[src/rtl/alu_seq_addsub.sv]
// Digit-serial add/subtract/compare: one K-bit digit per clock, LSB digit first.
// States: IDLE waits for start | RUN processes a digit per cycle | DONE holds the one-cycle done pulse.
module alu_seq_addsub #(
    parameter int N = 8,
    parameter int K = 4
) (
    input  logic         clk,
    input  logic         reset_p,
    input  logic         start,
    input  logic [1:0]   op,
    input  logic [N-1:0] a,
    input  logic [N-1:0] b,
    output logic         busy,
    output logic         done,
    output logic [N-1:0] result,
    output logic         carry,
    output logic         overflow,
    output logic         equal,
    output logic         greater,
    output logic         less
);

    localparam int ND = N / K;
    localparam int CW = (ND > 1) ? $clog2(ND) : 1;
    localparam logic [CW-1:0] LAST = CW'(ND - 1);

    typedef enum logic [1:0] {IDLE, RUN, DONE} state_t;

    state_t         state;
    logic [N-1:0]   a_q;
    logic [N-1:0]   b_q;
    logic [N-1:0]   acc;
    logic           sub_q;
    logic           cmp_q;
    logic           c_q;
    logic [CW-1:0]  cnt;

    logic [K-1:0]   b_dig;
    logic [K:0]     dsum;
    logic [N+K-1:0] acc_cat;
    logic [N-1:0]   diff;
    logic           cout;
    logic           msb_cin;

    always_comb begin
        b_dig   = b_q[K-1:0] ^ {K{sub_q}};
        dsum    = {1'b0, a_q[K-1:0]} + {1'b0, b_dig} + {{K{1'b0}}, c_q};
        // New digit enters at the top; after ND digits the word is fully aligned.
        acc_cat = {dsum[K-1:0], acc};
        diff    = acc_cat[N+K-1:K];
        cout    = dsum[K];
        // Only meaningful on the final digit, where bit K-1 is the operand MSB.
        msb_cin = dsum[K-1] ^ a_q[K-1] ^ b_dig[K-1];
    end

    always_ff @(posedge clk or posedge reset_p) begin
        if (reset_p) begin
            state    <= IDLE;
            a_q      <= '0;
            b_q      <= '0;
            acc      <= '0;
            sub_q    <= 1'b0;
            cmp_q    <= 1'b0;
            c_q      <= 1'b0;
            cnt      <= '0;
            busy     <= 1'b0;
            done     <= 1'b0;
            result   <= '0;
            carry    <= 1'b0;
            overflow <= 1'b0;
            equal    <= 1'b0;
            greater  <= 1'b0;
            less     <= 1'b0;
        end else begin
            case (state)
                IDLE, DONE: begin
                    done <= 1'b0;
                    if (start) begin
                        a_q   <= a;
                        b_q   <= b;
                        sub_q <= (op == 2'b01) || (op == 2'b10);
                        cmp_q <= (op == 2'b10);
                        c_q   <= (op == 2'b01) || (op == 2'b10);
                        cnt   <= LAST;
                        busy  <= 1'b1;
                        state <= RUN;
                    end else begin
                        state <= IDLE;
                    end
                end
                RUN: begin
                    a_q <= a_q >> K;
                    b_q <= b_q >> K;
                    acc <= diff;
                    c_q <= cout;
                    if (cnt == '0) begin
                        state    <= DONE;
                        busy     <= 1'b0;
                        done     <= 1'b1;
                        if (!cmp_q) begin
                            result <= diff;
                        end
                        carry    <= cout;
                        overflow <= msb_cin ^ cout;
                        equal    <= sub_q & (diff == '0);
                        less     <= sub_q & ~cout;
                        greater  <= sub_q & cout & (diff != '0);
                    end else begin
                        cnt <= cnt - CW'(1);
                    end
                end
                default: begin
                    state <= IDLE;
                    busy  <= 1'b0;
                    done  <= 1'b0;
                end
            endcase
        end
    end

endmodule

[config.mk]
export PLATFORM = sky130hd
export DESIGN_NAME = alu_seq_addsub
export DESIGN_NICKNAME = d
export VERILOG_FILES = /design/src/rtl/alu_seq_addsub.sv
export SDC_FILE = /design/constraint.sdc
export NUM_CORES = 1
export LEC_CHECK = 0
export ABC_AREA = 1
export BUFFER_PORTS_ARGS = -buffer_cell sky130_fd_sc_hd__clkbuf_2
export CAP_MARGIN = 10
export CORE_MARGIN = 5
export CORE_UTILIZATION = 59
export CTS_CLUSTER_DIAMETER = 60
export DETAILED_ROUTE_END_ITERATION = 7
export GPL_TIMING_DRIVEN = 0
export PLACE_DENSITY_LB_ADDON = 0.05
export SLEW_MARGIN = 30
export SYNTH_ARGS = -nofsm -noshare
export SYNTH_HDL_FRONTEND = slang
export SYNTH_SLANG_ARGS = --single-unit
[constraint.sdc]
create_clock -name clk -period 4.03 [get_ports clk]
set_input_delay 0.2015 -clock clk [delete_from_list [all_inputs] [get_ports clk]]
set_output_delay 0.2015 -clock clk [all_outputs]
set_load 0.02 [all_outputs]
==> key figures, run 1 <==
Run status
  • Status: completed

GRT
  • First-pass GRT wire length: 6470 µm
  • Gr usage total: around 20%
  • Antenna violations before repair: 0
  • GR Overflow Total: 0
  • Vias in the first global route: 1503
  • Pin count of the biggest net entering global routing: 30

Setup path
  • R2R cell count: 11
  • Slowest-stage cell, CP: fa_1
  • R2R Setup Slk: 1.79 ns
  • CP peak stage delay: about 0.44 ns
  • Crit path DAT: 2.48 ns
  • Worst r2r dst: overflow
  • Buffer and inverter count on the worst path: 1
  • FF-to-FF Start: sub_q
  • CP max FO: 6
  • CP most frequent cell: nand2_1
  • CP delay by family, top: adder cells
  • Setup crit end kind: flip-flop
  • Startpoint Class: flip-flop
  • Cell breakdown of the critical path: buf_2 -> xnor2_1 -> fa_1 -> fa_1 -> nand3b_1 -> nand2_1 -> nand3_1 -> nand2_1 -> nand2_1 -> nand3_1 -> nand2_1
  • CP required: 4.27 ns
  • Setup CP Type: flip-flop to flip-flop

Finish
  • Multi-input logic area: 788 µm²
  • Final cell count without fillers: 304
  • Layout cells sized above 1: about 23%
  • N_diodes: 0
  • Fillers: 270
  • Storage cell area: 1000 µm²
  • Util after Layout: 72.1%
  • Finished Cell Area: roughly 2200 µm²
  • Final nets: 290
  • Syn-to-layout area delta: 15.5%

Pwr
  • IR drop worst, VDD: about 440 µV
  • Pwr dens: 947 nW/µm²
  • Tot Pwr: 2.10 mW
  • Pleak: 1.19 nW

Place
  • Post-placement setup slack: 1.78 ns
  • IO buf count: 35
  • HPWL Detailed: 2890 µm
  • DP Area: between 2000 and 2500 µm²
  • Placed Instances: 298
  • Routability cong.: between 0.7 and 0.8

Hold path
  • Hold path cells: 3
  • Min-Delay Endpoint: a_q[6]
  • Hold Path Class: input pin to flip-flop
  • Beginning of the worst hold path: a[6]

Clock network
  • PostCTS Resize Cnt: 0
  • # H-tree levels: 2
  • Clock sink count: 40
  • Clock Tree Root: clkbuf_4
  • TritonCTS clock tree: done
  • Clock latency on the worst-skew pair: 0.34 ns
  • CTS max path bufs: 2
  • CTS buffer count: 5
  • Clock Pin Slew Worst Setup and Hold Paths: 0.10 ns

Yosys
  • Cell variety after synth: 28
  • Synth Register Bits: 40
  • Mapped Avg Cell Area: ~9 µm²
  • Post-Synthesis Cells: between 200 and 250
  • Syn_nets: 246
  • Cell area after synthesis: 1920 µm²
  • Post-synthesis sequential area ratio: 52.1%
  • Yosys warning count: 0

Die
  • Standard-cell rows: 20
  • Die span in x: 67.1 µm
  • Initial Utilization: 62.4%
  • Chip height: between 60 and 70 µm
  • IO Pins: 36
  • Core ar.: 3080 µm²
  • Die area: between 4000 and 5000 µm²

Timing
  • Fmax: 0.447 GHz
  • Min cycle time layout: 2.24 ns
  • Period utilization: 55.5%
  • Pins Over Slew Limit: 0
  • WHS: 0.0517 ns
  • Setup violators final: 0
  • Slew @ Worst Pin: 0.272 ns
  • Final hold vios: 0
  • Clock skew: 0.00805 ns
  • PnR worst setup slack: 1.79 ns
  • RSZ-0062 raised after global routing: false
  • Sum Neg Setup Slack: 0 ns
  • Headroom to the max-slew limit: 81.8%

Routing
  • Max layer used: met4
  • Vias per Instance: 4.92
  • Final antenna-violating net count: 0
  • Initial DRC count: 103
  • Vias: 1497
  • Met3 wire length: about 230 µm
  • Routed wl met2: 1760 µm
  • DRT Wirelength: 3670 µm
  • WL/cell: 12.1 µm
  • DRC Markers: 0
  • 1st-pass router iterations: 4
  • Met1 wire length: around 1600 µm

Run
  • Max Cap Viol: 0
[kinds of logic after synthesis]
kind of cell | share of synthesized area [%]
AOI/OAI and AO/OA | 9.50
xor gates and xnor gates | 1.82
adders and majority gates | 5.34
buffers and inverters | 6.90
DFF | 52.1
and+or+nand+nor | 24.3
[worst min-delay path, cell delays in order]
cell      delay [ns]
clkbuf_2        0.07
nand2_1         0.04
nand2_1         0.05
[state kept, by name, summed over array words and instances (netlist names)]
register / flops
b_q: 8
overflow: 1
state: 2
sub_q: 1
a_q: 8
c_q: 1
cnt: 1
equal: 1
greater: 1
acc: 4
less: 1
carry: 1
result: 8
cmp_q: 1
busy: 1
[per-layer routing]
| layer | vias to the layer above | GRT usage, % |
|---|---|---|
| met1 | 676 | 22.6 |
| li1 | 778 | - |
| met5 | - | 0 |
| met2 | 36 | 33.1 |
| met4 | 0 | 8.10 |
| met3 | 7 | 6.41 |
[placed cells by master, fill, tap and decap left out, types with 4 or more instances in the layout]
cell / Yosys / routed
nand2_1: 67 / 67
inv_1: 21 / 20
o21ai_0: 17 / 17
clkbuf_4: 0 / 5
dfrtp_1: 40 / 40
o22ai_1: 4 / 4
clkbuf_2: 0 / 35
nor2_1: 11 / 11
buf_2: 4 / 4
inv_2: 3 / 4
ha_1: 5 / 5
nand3_1: 16 / 16
[synth_stat cells]
cell | count | share of area [%]
fa_1 | 2 | 2.1
inv_1 | 21 | 4.1
nand4_1 | 1 | 0.33
xnor2_1 | 3 | 1.4
buf_4 | 1 | 0.39
buf_6 | 1 | 0.59
o21ai_0 | 17 | 4.4
a21oi_1 | 3 | 0.78
o22ai_1 | 4 | 1.3
o221ai_1 | 1 | 0.46
o211ai_1 | 3 | 1.2
nand2_4 | 2 | 1.2
xor2_1 | 1 | 0.46
nor2_8 | 1 | 1.0
nor3_1 | 3 | 0.78
o21ai_2 | 3 | 1.4
clkinv_1 | 1 | 0.20
nand3b_1 | 1 | 0.39
nor2_4 | 1 | 0.59
buf_2 | 4 | 1.0
nor2_1 | 11 | 2.1
dfrtp_1 | 40 | 52
nand2_1 | 67 | 13
or2_2 | 1 | 0.33
inv_2 | 3 | 0.59
nand2_2 | 1 | 0.33
nand3_1 | 16 | 4.2
ha_1 | 5 | 3.3
[worst max-delay path by stage]
stage	start	end	slack, ns	cells past startpoint
6_report	sub_q	overflow	1.79	11
5_1_grt	sub_q	overflow	1.62	11
4_1_cts	sub_q	overflow	1.78	11
3_5_place_dp	sub_q	overflow	1.78	11
3_3_place_gp	sub_q	overflow	1.83	11
2_1_floorplan	sub_q	overflow	1.96	11
[cell type report]
type | count | share of cell area [%]
buffer | 6 | 1.75
clock buffer | 5 | 1.69
inverter | 25 | 4.23
multi-input combinational | 147 | 35.5
sequential | 40 | 45.1
tap | 44 | 2.48
timing repair buffer | 37 | 9.24
[what timing repair did]
item,CTS,global route
buffers inserted,0,0
endpoints found under the hold margin,11,0
hold buffers,1,0
[where the power goes]
| part | internal [mW] | leakage [nW] | switching, mW | total (mW) |
|---|---|---|---|---|
| Clock | 0.0583 | 0.0230 | 0.114 | 0.172 |
| Sequential | 0.591 | 0.500 | 0.108 | 0.699 |
| Combinational | 0.452 | 0.667 | 0.778 | 1.23 |
| Total | 1.10 | 1.19 | 1.00 | 2.10 |
No activity file was read; power rests on OpenSTA's default activity.
==> run 2, diff against run 1 <==
- CORE_UTILIZATION: 59 -> 54
- clock period: 4.03 -> 2.3 ns (I/O delays scaled with it)
==> key figures, run 2 (synthesized netlist as in run 1, its figures left out) <==
Run status
  • Status: completed

Finish
  • Fillers: 287
  • Util after Layout: between 60% and 70%
  • Top Registers: a_q x8, b_q x8, result x8
  • Most common cell after layout, fill and taps aside: nand2_1
  • Final nets: 299
  • Layout cells sized above 1: 24.0%
  • N_diodes: 0
  • Multi-input logic area: roughly 800 µm²
  • Syn-to-layout area delta: 22.1%
  • Storage cell area: 1000 µm²
  • Highest-count cells in the layout ignoring fill and taps: nand2_1 (66), dfrtp_1 (40), clkbuf_2 (35)

GRT
  • Antenna violations before repair: 0
  • GR Overflow Total: 0
  • Pin count of the biggest net entering global routing: 31
  • Vias in the first global route: 1576
  • First-pass GRT wire length: around 6800 µm
  • Gr usage total: between 15 and 20%

Clock network
  • Clock Tree Root: clkbuf_4
  • # H-tree levels: 2
  • Clock Pin Slew Worst Setup and Hold Paths: 0.11 ns
  • Clock latency on the worst-skew pair: between 0.3 and 0.4 ns
  • CTS max path bufs: 2
  • TritonCTS clock tree: done
  • Post-CTS setup buffer count: 0
  • Clock sink count: 40
  • CTS buffer count: 5

Place
  • HPWL Detailed: 2840 µm
  • IO buf count: 35
  • Routability cong.: roughly 0.74

Die
  • Standard-cell rows: 21
  • Chip height: about 70 µm
  • Die area: around 4900 µm²
  • IO Pins: 36
  • Core ar.: 3390 µm²
  • Initial Utilization: 56.7%
  • Die span in x: 69.7 µm

Routing
  • Final antenna-violating net count: 0
  • Vias: 1545
  • WL/cell: 12.0 µm
  • DRT Wirelength: 3800 µm
  • 1st-pass router iterations: 4
  • Initial DRC count: 101
  • DRC Markers: 0
  • Vias per Instance: 4.87

Setup path
  • Crit path DAT: 2.37 ns
  • Buffer and inverter count on the worst path: 1
  • CP delay by family, top: adder cells
  • CP max FO: 6
  • Cell breakdown of the critical path: buf_2 -> xnor2_1 -> fa_2 -> fa_2 -> nand4_1 -> nor2_1 -> nand2_1 -> nand3_1 -> nand2_1
  • CP required: 2.55 ns
  • Slowest-stage cell, CP: fa_2
  • Startpoint Class: flip-flop
  • CP peak stage delay: 0.56 ns
  • Setup CP Type: flip-flop to flip-flop
  • Setup crit end kind: flip-flop

Timing
  • Setup violators final: 0
  • Sum Neg Setup Slack: 0 ns
  • Headroom to the max-slew limit: between 80% and 90%
  • Pins Over Slew Limit: 0
  • Period utilization: 92.1%
  • Fmax: about 0.47 GHz
  • Final hold vios: 0
  • Clock skew: roughly 0.0097 ns
  • Min cycle time layout: 2.12 ns
  • Slew @ Worst Pin: 0.277 ns
  • WHS: 0.0130 ns
  • RSZ-0062 raised after global routing: false

Pwr
  • Pwr dens: 1620 nW/µm²
  • IR drop worst, VDD: 717 µV
  • Pleak: 1.24 nW

Hold path
  • Hold Path Class: input pin to flip-flop

Run
  • Max Cap Viol: 0
-- run 2: cell count changes in the layout (fill, tap and decap cells not counted), sizes merged --
cell / previous run / this run
clkbuf: 40 / 42
dlygate4sd3: 1 / 10
-- run 2: timing repair --
action / 4_1_cts / 5_1_grt
setup endpoints to repair: 0 / 3
hold buffers: 9 / 1
hold endpoints to repair: 48 / 1
gates resized for setup: 0 / 4
-- run 2: cell type report --
type	instances	area share (%)
clock buffer	7	2.77
inverter	25	4.00
multi-input combinational	147	33.9
tap	46	2.45
sequential	40	42.6
buffer	6	1.65
timing repair buffer	46	12.6
-- run 2: worst min-delay path, cell delays in order --
cell and delay [ns]:
clkbuf_2 0.07, nor3_1 0.04, nor2_1 0.09
-- run 2: path summary, 6_finish.rpt --
kind | cells past startpoint | endpoint | start | slack [ns]
max in group asynchronous | 4 | result[2] | reset_p | 1.65
max reg2reg | 9 | greater | sub_q | 0.18
min | 3 | b_q[0] | b[0] | 0.01
max | 9 | greater | sub_q | 0.18
min in group asynchronous | 3 | a_q[6] | reset_p | 0.22
min reg2reg | 2 | result[3] | result[3] | 0.48
-- run 2: where the power goes --
| part | internal [mW] | switching [mW] |
|---|---|---|
| Combinational | 0.824 | 1.37 |
| Sequential | 1.04 | 0.188 |
| Clock | 0.173 | 0.211 |
| Total | 2.03 | 1.77 |
-- run 2: layer usage --
| metal | up-vias | global-route usage (%) | wire length [µm] |
|---|---|---|---|
| li1 | 809 | - | - |
| met1 | 693 | 20.3 | 1650 |
| met2 | 37 | 29.6 | 1840 |
| met3 | 6 | 6.96 | 261 |
| met4 | 0 | 5.96 | 53 |
| met5 | - | 0 | 0 |
-- run 2: stage by stage --
step	power (mW)	std cells	instance area, µm²	setup slack [ns]
2_1_floorplan	2.89	218	1920	0.234
3_3_place_gp	3.33	299	2150	0.0950
3_5_place_dp	3.39	300	2170	0.0523
4_1_cts	3.80	316	2330	0.0413
5_1_grt	4.21	317	2350	0.0245
6_report	3.80	317	2350	0.181
